**src/rtl/axi_burst_master.sv**
```systemverilog
// Command-driven AXI master: one write (AW/W) or read (AR/R) burst per accepted command.
// Latency: AxVALID rises the cycle after accept; W/R beats are combinational pass-through; done follows the final beat by one cycle.
// Backpressure: cmd_ready only in IDLE; AxVALID held until AxREADY; W/R beats stall on WREADY / rd_ready.
module axi_burst_master #(
    parameter int ADDR_WIDTH = 32,
    parameter int DATA_WIDTH = 32,
    parameter int LEN_WIDTH  = 8
) (
    input  logic                  ACLK,
    input  logic                  ARESETn,
    input  logic                  cmd_valid,
    output logic                  cmd_ready,
    input  logic                  cmd_write,
    input  logic [ADDR_WIDTH-1:0] cmd_addr,
    input  logic [LEN_WIDTH-1:0]  cmd_len,
    input  logic [2:0]            cmd_size,
    input  logic [1:0]            cmd_burst,
    input  logic [DATA_WIDTH-1:0] wr_data,
    input  logic                  wr_valid,
    output logic                  wr_ready,
    output logic [DATA_WIDTH-1:0] rd_data,
    output logic                  rd_valid,
    input  logic                  rd_ready,
    output logic                  rd_last,
    output logic                  done,
    output logic                  err,
    output logic                  busy,
    output logic [ADDR_WIDTH-1:0] AWADDR,
    output logic [LEN_WIDTH-1:0]  AWLEN,
    output logic [2:0]            AWSIZE,
    output logic [1:0]            AWBURST,
    output logic                  AWVALID,
    input  logic                  AWREADY,
    output logic [DATA_WIDTH-1:0] WDATA,
    output logic                  WLAST,
    output logic                  WVALID,
    input  logic                  WREADY,
    output logic [ADDR_WIDTH-1:0] ARADDR,
    output logic [LEN_WIDTH-1:0]  ARLEN,
    output logic [2:0]            ARSIZE,
    output logic [1:0]            ARBURST,
    output logic                  ARVALID,
    input  logic                  ARREADY,
    input  logic [DATA_WIDTH-1:0] RDATA,
    input  logic                  RLAST,
    input  logic                  RVALID,
    output logic                  RREADY
);

    localparam int MAX_SIZE = $clog2(DATA_WIDTH / 8);
    // Wide enough for addr[11:0] plus the largest (len+1) << 7 without overflow.
    localparam int SPAN_W   = LEN_WIDTH + 14;

    typedef enum logic [2:0] {S_IDLE, S_AW, S_W, S_AR, S_R, S_DONE} state_t;

    state_t                state_q, state_d;
    logic [ADDR_WIDTH-1:0] addr_q, addr_d;
    logic [LEN_WIDTH-1:0]  len_q, len_d;
    logic [2:0]            size_q, size_d;
    logic [1:0]            burst_q, burst_d;
    logic [LEN_WIDTH:0]    cnt_q, cnt_d;
    logic                  err_q, err_d;

    logic               in_w, in_r, last_beat, w_xfer, r_xfer;
    logic               cmd_ok, wrap_len_ok, crosses_4k;
    logic [LEN_WIDTH:0] beats;
    logic [SPAN_W-1:0]  end_off;

    // Legality of the command currently presented (evaluated in the accept cycle).
    assign beats       = {1'b0, cmd_len} + {{LEN_WIDTH{1'b0}}, 1'b1};
    assign end_off     = SPAN_W'(cmd_addr[11:0]) + (SPAN_W'(beats) << cmd_size);
    assign crosses_4k  = end_off > SPAN_W'(4096);
    assign wrap_len_ok = (cmd_len == LEN_WIDTH'(1)) || (cmd_len == LEN_WIDTH'(3)) ||
                         (cmd_len == LEN_WIDTH'(7)) || (cmd_len == LEN_WIDTH'(15));
    assign cmd_ok      = (cmd_size <= 3'(MAX_SIZE)) && (cmd_burst != 2'd3) &&
                         !((cmd_burst == 2'd2) && !wrap_len_ok) &&
                         !((cmd_burst == 2'd1) && crosses_4k);

    assign in_w      = (state_q == S_W);
    assign in_r      = (state_q == S_R);
    assign last_beat = (cnt_q == {1'b0, len_q});
    assign w_xfer    = in_w && wr_valid && WREADY;
    assign r_xfer    = in_r && RVALID && rd_ready;

    // Client status.
    assign cmd_ready = (state_q == S_IDLE);
    assign busy      = (state_q != S_IDLE);
    assign done      = (state_q == S_DONE);
    assign err       = done && err_q;

    // Address channels driven straight from the latched command.
    assign AWADDR  = addr_q;
    assign AWLEN   = len_q;
    assign AWSIZE  = size_q;
    assign AWBURST = burst_q;
    assign AWVALID = (state_q == S_AW);
    assign ARADDR  = addr_q;
    assign ARLEN   = len_q;
    assign ARSIZE  = size_q;
    assign ARBURST = burst_q;
    assign ARVALID = (state_q == S_AR);

    // Beat pass-through; handshake signals are gated to their data phase.
    assign WDATA    = wr_data;
    assign WVALID   = in_w && wr_valid;
    assign wr_ready = in_w && WREADY;
    assign WLAST    = in_w && last_beat;
    assign rd_data  = RDATA;
    assign rd_valid = in_r && RVALID;
    assign RREADY   = in_r && rd_ready;
    assign rd_last  = in_r && last_beat;

    // State and command registers.
    always_ff @(posedge ACLK or negedge ARESETn) begin
        if (!ARESETn) begin
            state_q <= S_IDLE;
            addr_q  <= '0;
            len_q   <= '0;
            size_q  <= '0;
            burst_q <= '0;
            cnt_q   <= '0;
            err_q   <= 1'b0;
        end else begin
            state_q <= state_d;
            addr_q  <= addr_d;
            len_q   <= len_d;
            size_q  <= size_d;
            burst_q <= burst_d;
            cnt_q   <= cnt_d;
            err_q   <= err_d;
        end
    end

    // Next-state: accept/reject, address handshakes, beat counting, RLAST check.
    always_comb begin
        state_d = state_q;
        addr_d  = addr_q;
        len_d   = len_q;
        size_d  = size_q;
        burst_d = burst_q;
        cnt_d   = cnt_q;
        err_d   = err_q;
        unique case (state_q)
            S_IDLE: begin
                if (cmd_valid) begin
                    addr_d  = cmd_addr;
                    len_d   = cmd_len;
                    size_d  = cmd_size;
                    burst_d = cmd_burst;
                    cnt_d   = '0;
                    if (!cmd_ok) begin
                        err_d   = 1'b1;
                        state_d = S_DONE;
                    end else begin
                        err_d   = 1'b0;
                        state_d = cmd_write ? S_AW : S_AR;
                    end
                end
            end
            S_AW: if (AWREADY) state_d = S_W;
            S_W: begin
                if (w_xfer) begin
                    cnt_d = cnt_q + 1'b1;
                    if (last_beat) state_d = S_DONE;
                end
            end
            S_AR: if (ARREADY) state_d = S_R;
            S_R: begin
                if (r_xfer) begin
                    cnt_d = cnt_q + 1'b1;
                    // A slave RLAST that disagrees with our count flags the burst but does not cut it short.
                    if (RLAST != last_beat) err_d = 1'b1;
                    if (last_beat) state_d = S_DONE;
                end
            end
            S_DONE: state_d = S_IDLE;
            default: state_d = S_IDLE;
        endcase
    end

endmodule

```
**config.mk**
```make
export PLATFORM = sky130hd
export DESIGN_NAME = axi_burst_master
export DESIGN_NICKNAME = d
export VERILOG_FILES = /design/src/rtl/axi_burst_master.sv
export SDC_FILE = /design/constraint.sdc
export NUM_CORES = 1
export LEC_CHECK = 0
export ABC_AREA = 1
export CAP_MARGIN = 10
export CELL_PAD_IN_SITES_DETAIL_PLACEMENT = 1
export CELL_PAD_IN_SITES_GLOBAL_PLACEMENT = 2
export CORE_ASPECT_RATIO = 1.75
export CORE_UTILIZATION = 20
export CTS_CLUSTER_DIAMETER = 60
export DETAILED_ROUTE_END_ITERATION = 8
export PLACE_DENSITY_LB_ADDON = 0.1
export SETUP_SLACK_MARGIN = 0.4
export SLEW_MARGIN = 20
export SYNTH_ARGS = -nofsm -noshare
export SYNTH_HDL_FRONTEND = slang
export SYNTH_SLANG_ARGS = --single-unit
```
**constraint.sdc**
```tcl
create_clock -name ACLK -period 5 [get_ports ACLK]
set_clock_uncertainty 0.15 [all_clocks]
set_input_delay 1.25 -clock ACLK [delete_from_list [all_inputs] [get_ports ACLK]]
set_output_delay 1.25 -clock ACLK [all_outputs]
set_load 0.03 [all_outputs]
```
**Word level (Yosys, flattened, before mapping)**

Cells that the tools add are included.

- Output and inout port bits: 166
- Input bits: 120
- Memory bits (read-only): 0
- Memory bits (writable): 0
- Memories kept: 0
- Register bits after elaboration: 58
- Latch bits: 0
- Word-level logic and storage cells: 79

- Bitwise operators: 0
- Reductions and logical operators: 28
- Equal/unequal tests: 20
- Order comparisons: 2
- Div/mod/pow operators: 0
- Multiplexer cells: 18
- $add $sub $neg: 3
- Multiply operators: 0
- Shift-type cells: 1

Operators with widths:

| kind | count |
|---|---|
| 2-to-1 mux 9 bit | 3 |
| case mux 9 bit (3 select lines) | 1 |
| adder 12 x 22 -> 22 bit | 1 |
| > comparator 22 x 13 -> 1 bit, second input constant | 1 |
| left shift 9 x 3 -> 22 bit | 1 |
| 2-to-1 mux 3 bit | 7 |
| case mux 3 bit (5 select lines) | 1 |
| logical AND 1 bit | 14 |
| inequality test 2 x 1 -> 1 bit, second input constant | 5 |
| adder 8 x 1 -> 9 bit, second input constant | 1 |
| adder 9 x 1 -> 9 bit, second input constant | 1 |
| == test 9 x 8 -> 1 bit | 1 |
| == test 8 x 1 -> 1 bit, second input constant | 1 |
| == test 8 x 2 -> 1 bit, second input constant | 1 |
| == test 8 x 3 -> 1 bit, second input constant | 1 |
| == test 8 x 4 -> 1 bit, second input constant | 1 |
| AND reduction 4 bit | 2 |
| == test 3 x 2 -> 1 bit, second input constant | 2 |
| == test 3 bit, second input constant | 2 |
| nonzero test 3 bit | 2 |
| AND reduction 5 bit | 1 |
| 2-to-1 mux 1 bit | 4 |
| inequality test 2 bit, second input constant | 2 |
| == test 3 x 1 -> 1 bit, second input constant | 1 |
| 11 further kinds | 15 |

**Longest topological paths before layout**

Gate-level depths: netlist of the first run.

- Word-level depth: 12
- Depth in mapped cells: 27
- Mapped depth without buffers: 27

**Least setup slack after synthesis of the first run**

Ideal clock, no wire load.

- Kind: input -> register
- Start: in cmd_len[0]
- End: reg err_q
- Slack: 0.998 ns
- Library setup time: 0.117 ns
- Data required time: 4.733 ns
- Buffers on the path: 0
- Cell stages on the path: 23
- Arrival: 3.735 ns
- Cells stage by stage: ha_1 > nand2_1 > o21ai_0 > o21ai_0 > o21ai_0 > or2_2 > o21ai_0 > mux2i_1 > ha_1 > a21oi_1 > nor2_1 > o21ai_0 > nand3_1 > nand4_1 > nand2_1 > nand2_1 > nand2_1 > nor2_1 > nand2_1 > nand2_1 > nand2_1 > o21ai_1 > inv_1

- Word-level cells in the longest chain between the ends: 12
- Elaborated cells between the ends (all ways): 21
- Those cells by class: add/sub (2); order compare (1); eq/ne (4); shift (1); mux (3); reduce/logical (10)

Ends and longest elaborated chain:

| item | line | source |
|---|---|---|
| start, declared | 15 | `input logic [LEN_WIDTH-1:0] cmd_len,` |
| parallel branches: the longest is 8 deep, another holds adder 12 x 22 -> 22 bit | n/a |  |
| logical AND 1 bit * | 76 | `!((cmd_burst == 2'd2) && !wrap_len_ok) &&` |
| 2-to-1 mux 1 bit * | 151 | `if (!cmd_ok) begin` |
| 2-to-1 mux 1 bit * | 145 | `if (cmd_valid) begin` |
| case mux 1 bit (2 select lines) * | 143 | `unique case (state_q)` |
| end signal, assigned | 130 | `err_q <= err_d;` |
| end, declared | 62 | `logic err_q, err_d;` |

Every way passes the cells marked *. The select of a mux whose other input is x is not followed.
A chain may end at the register's enable or synchronous reset.

**Final worst setup path of the first run**

- Start: in cmd_size[1]
- End: reg err_q

- Word-level cells in the longest chain between the ends: 9
- Elaborated cells between the ends (all ways): 12
- Those cells by class: add/sub (1); order compare (2); shift (1); mux (3); reduce/logical (5)

Ends and longest elaborated chain:

| item | line | source |
|---|---|---|
| start, declared | 16 | `input logic [2:0] cmd_size,` |
| left shift 9 x 3 -> 22 bit | 71 | `assign end_off = SPAN_W'(cmd_addr[11:0]) + (SPAN_W'(beats) << cmd_size);` |
| adder 12 x 22 -> 22 bit | 71 |  |
| > comparator 22 x 13 -> 1 bit | 72 | `assign crosses_4k = end_off > SPAN_W'(4096);` |
| logical AND 1 bit | 77 | `!((cmd_burst == 2'd1) && crosses_4k);` |
| logical NOT 1 bit | 77 |  |
| logical AND 1 bit * | 76 |  |
| 2-to-1 mux 1 bit * | 151 |  |
| 2-to-1 mux 1 bit * | 145 |  |
| case mux 1 bit (2 select lines) * | 143 |  |

Mark *: on every way between the ends. The rest lies on a longest branch, timed or not. The select of a mux whose other input is x is not followed.

==> results.md, run 1 <==
* Remaining DRCs at 0
* Worst Reg-to-Reg Cells at 14
* Grt ovf at 0
* Met3 Use GR at 3.12%
* Period minus WS final at 4370 ps
* Avg Synthesized Cell Area at 6.91 um2
* Flop pwr share at 23.5%
* Initial antenna violation count at 0
* Synth Area in Compound Gates at 8.05%
* Synth top area share at 30.8%
* Die Area at ~0.024 mm2
* HP Class: reg2reg
* Die width at 118 um
* CTS max path bufs at 2
* Final hold vios at 0
* CP Data Required Time at about 5000 ps
* Multiplexer share of the synthesized area at less than 1%
* Yosys warning count at 0
* Io pins at about 290
* Via density per instance at 4.23
* First-pass GRT wire length at 27.0 mm
* Most used DFF post-synth: dfrtp_1
* Largest net degree at the start of global routing at 43
* H-tree depth at 3
* Max Fclk at between 200 and 250 MHz
* Combinational share of power at 60.0%
* Peak VDD IR at 0.000202 V
* CTS root buf: clkbuf_16
* Crit. End Element: register
* P_int at 1.95 mW
* Distinct cells, synth at 31
* Global Route met2 Usage at between 30% and 40%
* Mapped Cells at 682
* CTS tree: done
* Syn nets at 819
* Yosys top cell by area: dfrtp_1
* Buffers on Ports at ~160
* Final Cell Area at 0.00666 mm2
* Final setup TNS at 0 ps
* Endpoints failing setup at 0
* Largest family of logic cells by synthesized area: simple AND/OR/NAND/NOR gates
* Post-synthesis adder-cell area fraction at 4.68%
* Mapped cell area at 0.00471 mm2
* Sequential share of the synthesized area at a little under a third
* Site Rows at 73
* Antenna Cells at 0
* Post-DRT Antenna Nets at 0
* Area grow syn2layout at 41.4%
* Post-DP Area at 0.00611 mm2
* # nets final at 914
* Hold Path Stages at 2
* Asr flop ratio synth at 100%
* Skew-Pair Late Insertion Delay at about 330 ps
* Routed WL at about 18 mm
* RSZ-0062 raised after global routing: false
* Core Region at 0.0229 mm2
* Clock buffer count from CTS at 9
* Vias in the first global route at 4970
* Share of cells above drive strength 1 at 18.2%
* Post-synth EDFFs at 0
* Worst setup path category: in2reg
* Max-slew violation count at 0
* Status: completed
* Worst Tran Pin Value at 789 ps
* #FFs+latches synth at 58
* CP startpoint kind: primary input
* Via count at 4578
* Final HPWL DP at ~15 mm
* GRT Overall Usage at between 10% and 20%
* Die height at a little over 200 um
* DRT Pass-1 Iters at 4
* Power Density at 559 mW/mm2
* Commonest non-fill, non-tap cell in the layout: nand2_1
* Net Sw Frac at 47.8%
* Met1 usage at 12.4%
* Slew margin rel. at 47.3%
* DR iter-0 viols at 77
* Leak at 3.13 nW
* Worst-path clk slew at 50 ps
* Synth Area in XOR/XNOR at around 2.4%
* NetSw at 1.78 mW
* Maximum fanout along the worst path at 7
* Cts hold-fix bufs at 0
* Max-cap viol count at 0
* Initial Utilization at 20.5%
* Worst Path Arrival at 4430 ps
* Busiest layer in global routing: met2
* Clock network power share at 16.5%
* Final RePlAce weighted congestion at 0.806
* WL per Instance at 16.5 um
* Synth Area in Simple Gates at 29.7%
* Number of clock sinks at 58
* Commonest non-fill, non-tap cells in the layout: 199 x nand2_1, 150 x clkdlybuf4s50_1, 58 x dfrtp_1
* Final Cycle Share at 87.4%
* Synth area leaders: dfrtp_1 31%, buf_4 17%, nand2_1 17%
## cell usage after synthesis (all sizes together) (9+ instances only)
cell / count
a21oi: 24
buf: 113
clkbuf: 13
dfrtp: 58
ha: 16
inv: 66
nand2: 212
nand3: 44
nor2: 45
nor3: 13
o21ai: 46
xor2: 9
## cell families after synthesis
kind of cell | Yosys count
adders and majority gates | 17
buffers and inverters | 192
AOI/OAI and AO/OA | 74
xor gates and xnor gates | 13
muxes | 1
DFF | 58
and+or+nand+nor | 327
## worst max-delay path, stage by stage
cell,delay (ps)
clkdlybuf4s50_1,540
clkinvlp_4,210
nand3_1,170
nor2_1,80
ha_1,230
fa_1,440
nand2_1,100
nand2_1,100
nand3b_1,160
nand2_2,100
nand2_1,60
nand2_1,50
nor2_2,120
nand3_2,100
nor2_2,130
nand4_1,90
nand2_1,100
nand2_2,80
nand2_2,80
nand2_2,60
o21ai_2,130
inv_1,60
## sequential cells by signal, summed over array words and instances, names as in the netlist
register,cells
ARADDR,32
cnt_q,9
ARLEN,8
ARSIZE,3
state_q,3
ARBURST,2
err_q,1
## power groups by stage
stage,logic (mW),registers [mW],clock network [mW]
after global routing,2.39,0.911,0.657
after floorplan,1.25,1.14,0
after global placement,2.20,0.884,0
final,2.24,0.875,0.613
after CTS,2.24,0.888,0.640
after detailed placement,2.23,0.893,0
## path summary, 6_finish.rpt
path | startpoint | to | slack, ps
max | cmd_size[1] | err_q | 630
min | ARADDR[14] | ARADDR[14] | 350
max reg2reg | state_q[1] | cnt_q[7] | 2570
min reg2reg | ARADDR[14] | ARADDR[14] | 350
max in group asynchronous | ARESETn | state_q[1] | 2990
min in group asynchronous | ARESETn | ARADDR[21] | 800
## per-stage QoR
step / utilization, % / hold WS [ps] / setup WS, ps / std cells / total power [mW]
6_report: 29.0 / 348 / 631 / 1081 / 3.72
5_1_grt: 29.0 / 380 / 388 / 1081 / 3.96
4_1_cts: 28.1 / 358 / 419 / 1073 / 3.77
3_5_place_dp: 26.6 / 334 / -481 / 1058 / 3.12
3_3_place_gp: 26.6 / 330 / -445 / 1058 / 3.09
2_1_floorplan: - / 290 / 998 / 682 / 2.39
## layer usage
layer / routed length, um / up-vias
met3: 766 / 27
met4: 388 / 0
met5: 0 / -
li1: - / 2233
met1: 5770 / 2179
met2: 10900 / 139
## final cells by class
class | count | area (um2)
fillers | 2785 | 16300
multi-input cells | 432 | 2350
repair buffers | 210 | 1940
flip-flops and latches | 58 | 1450
well taps | 300 | 375
inverters | 66 | 255
clock buffers | 12 | 246
clock inverters | 3 | 40.0
## repair_timing
action                     4_1_cts  5_1_grt
pin swaps                        6       23
setup endpoints to repair        3        3
setup buffers                    0        8
gates cloned                     0        0
resized for setup               35       50
No activity file was read; power rests on OpenSTA's default activity.
==> run 2, diff against run 1 <==
Settings changed: CTS_CLUSTER_SIZE set to 10, SLEW_MARGIN 20 to 25.
==> results of run 2 <==
No change in the layout: final DEF, timing and power equal those of run 1.
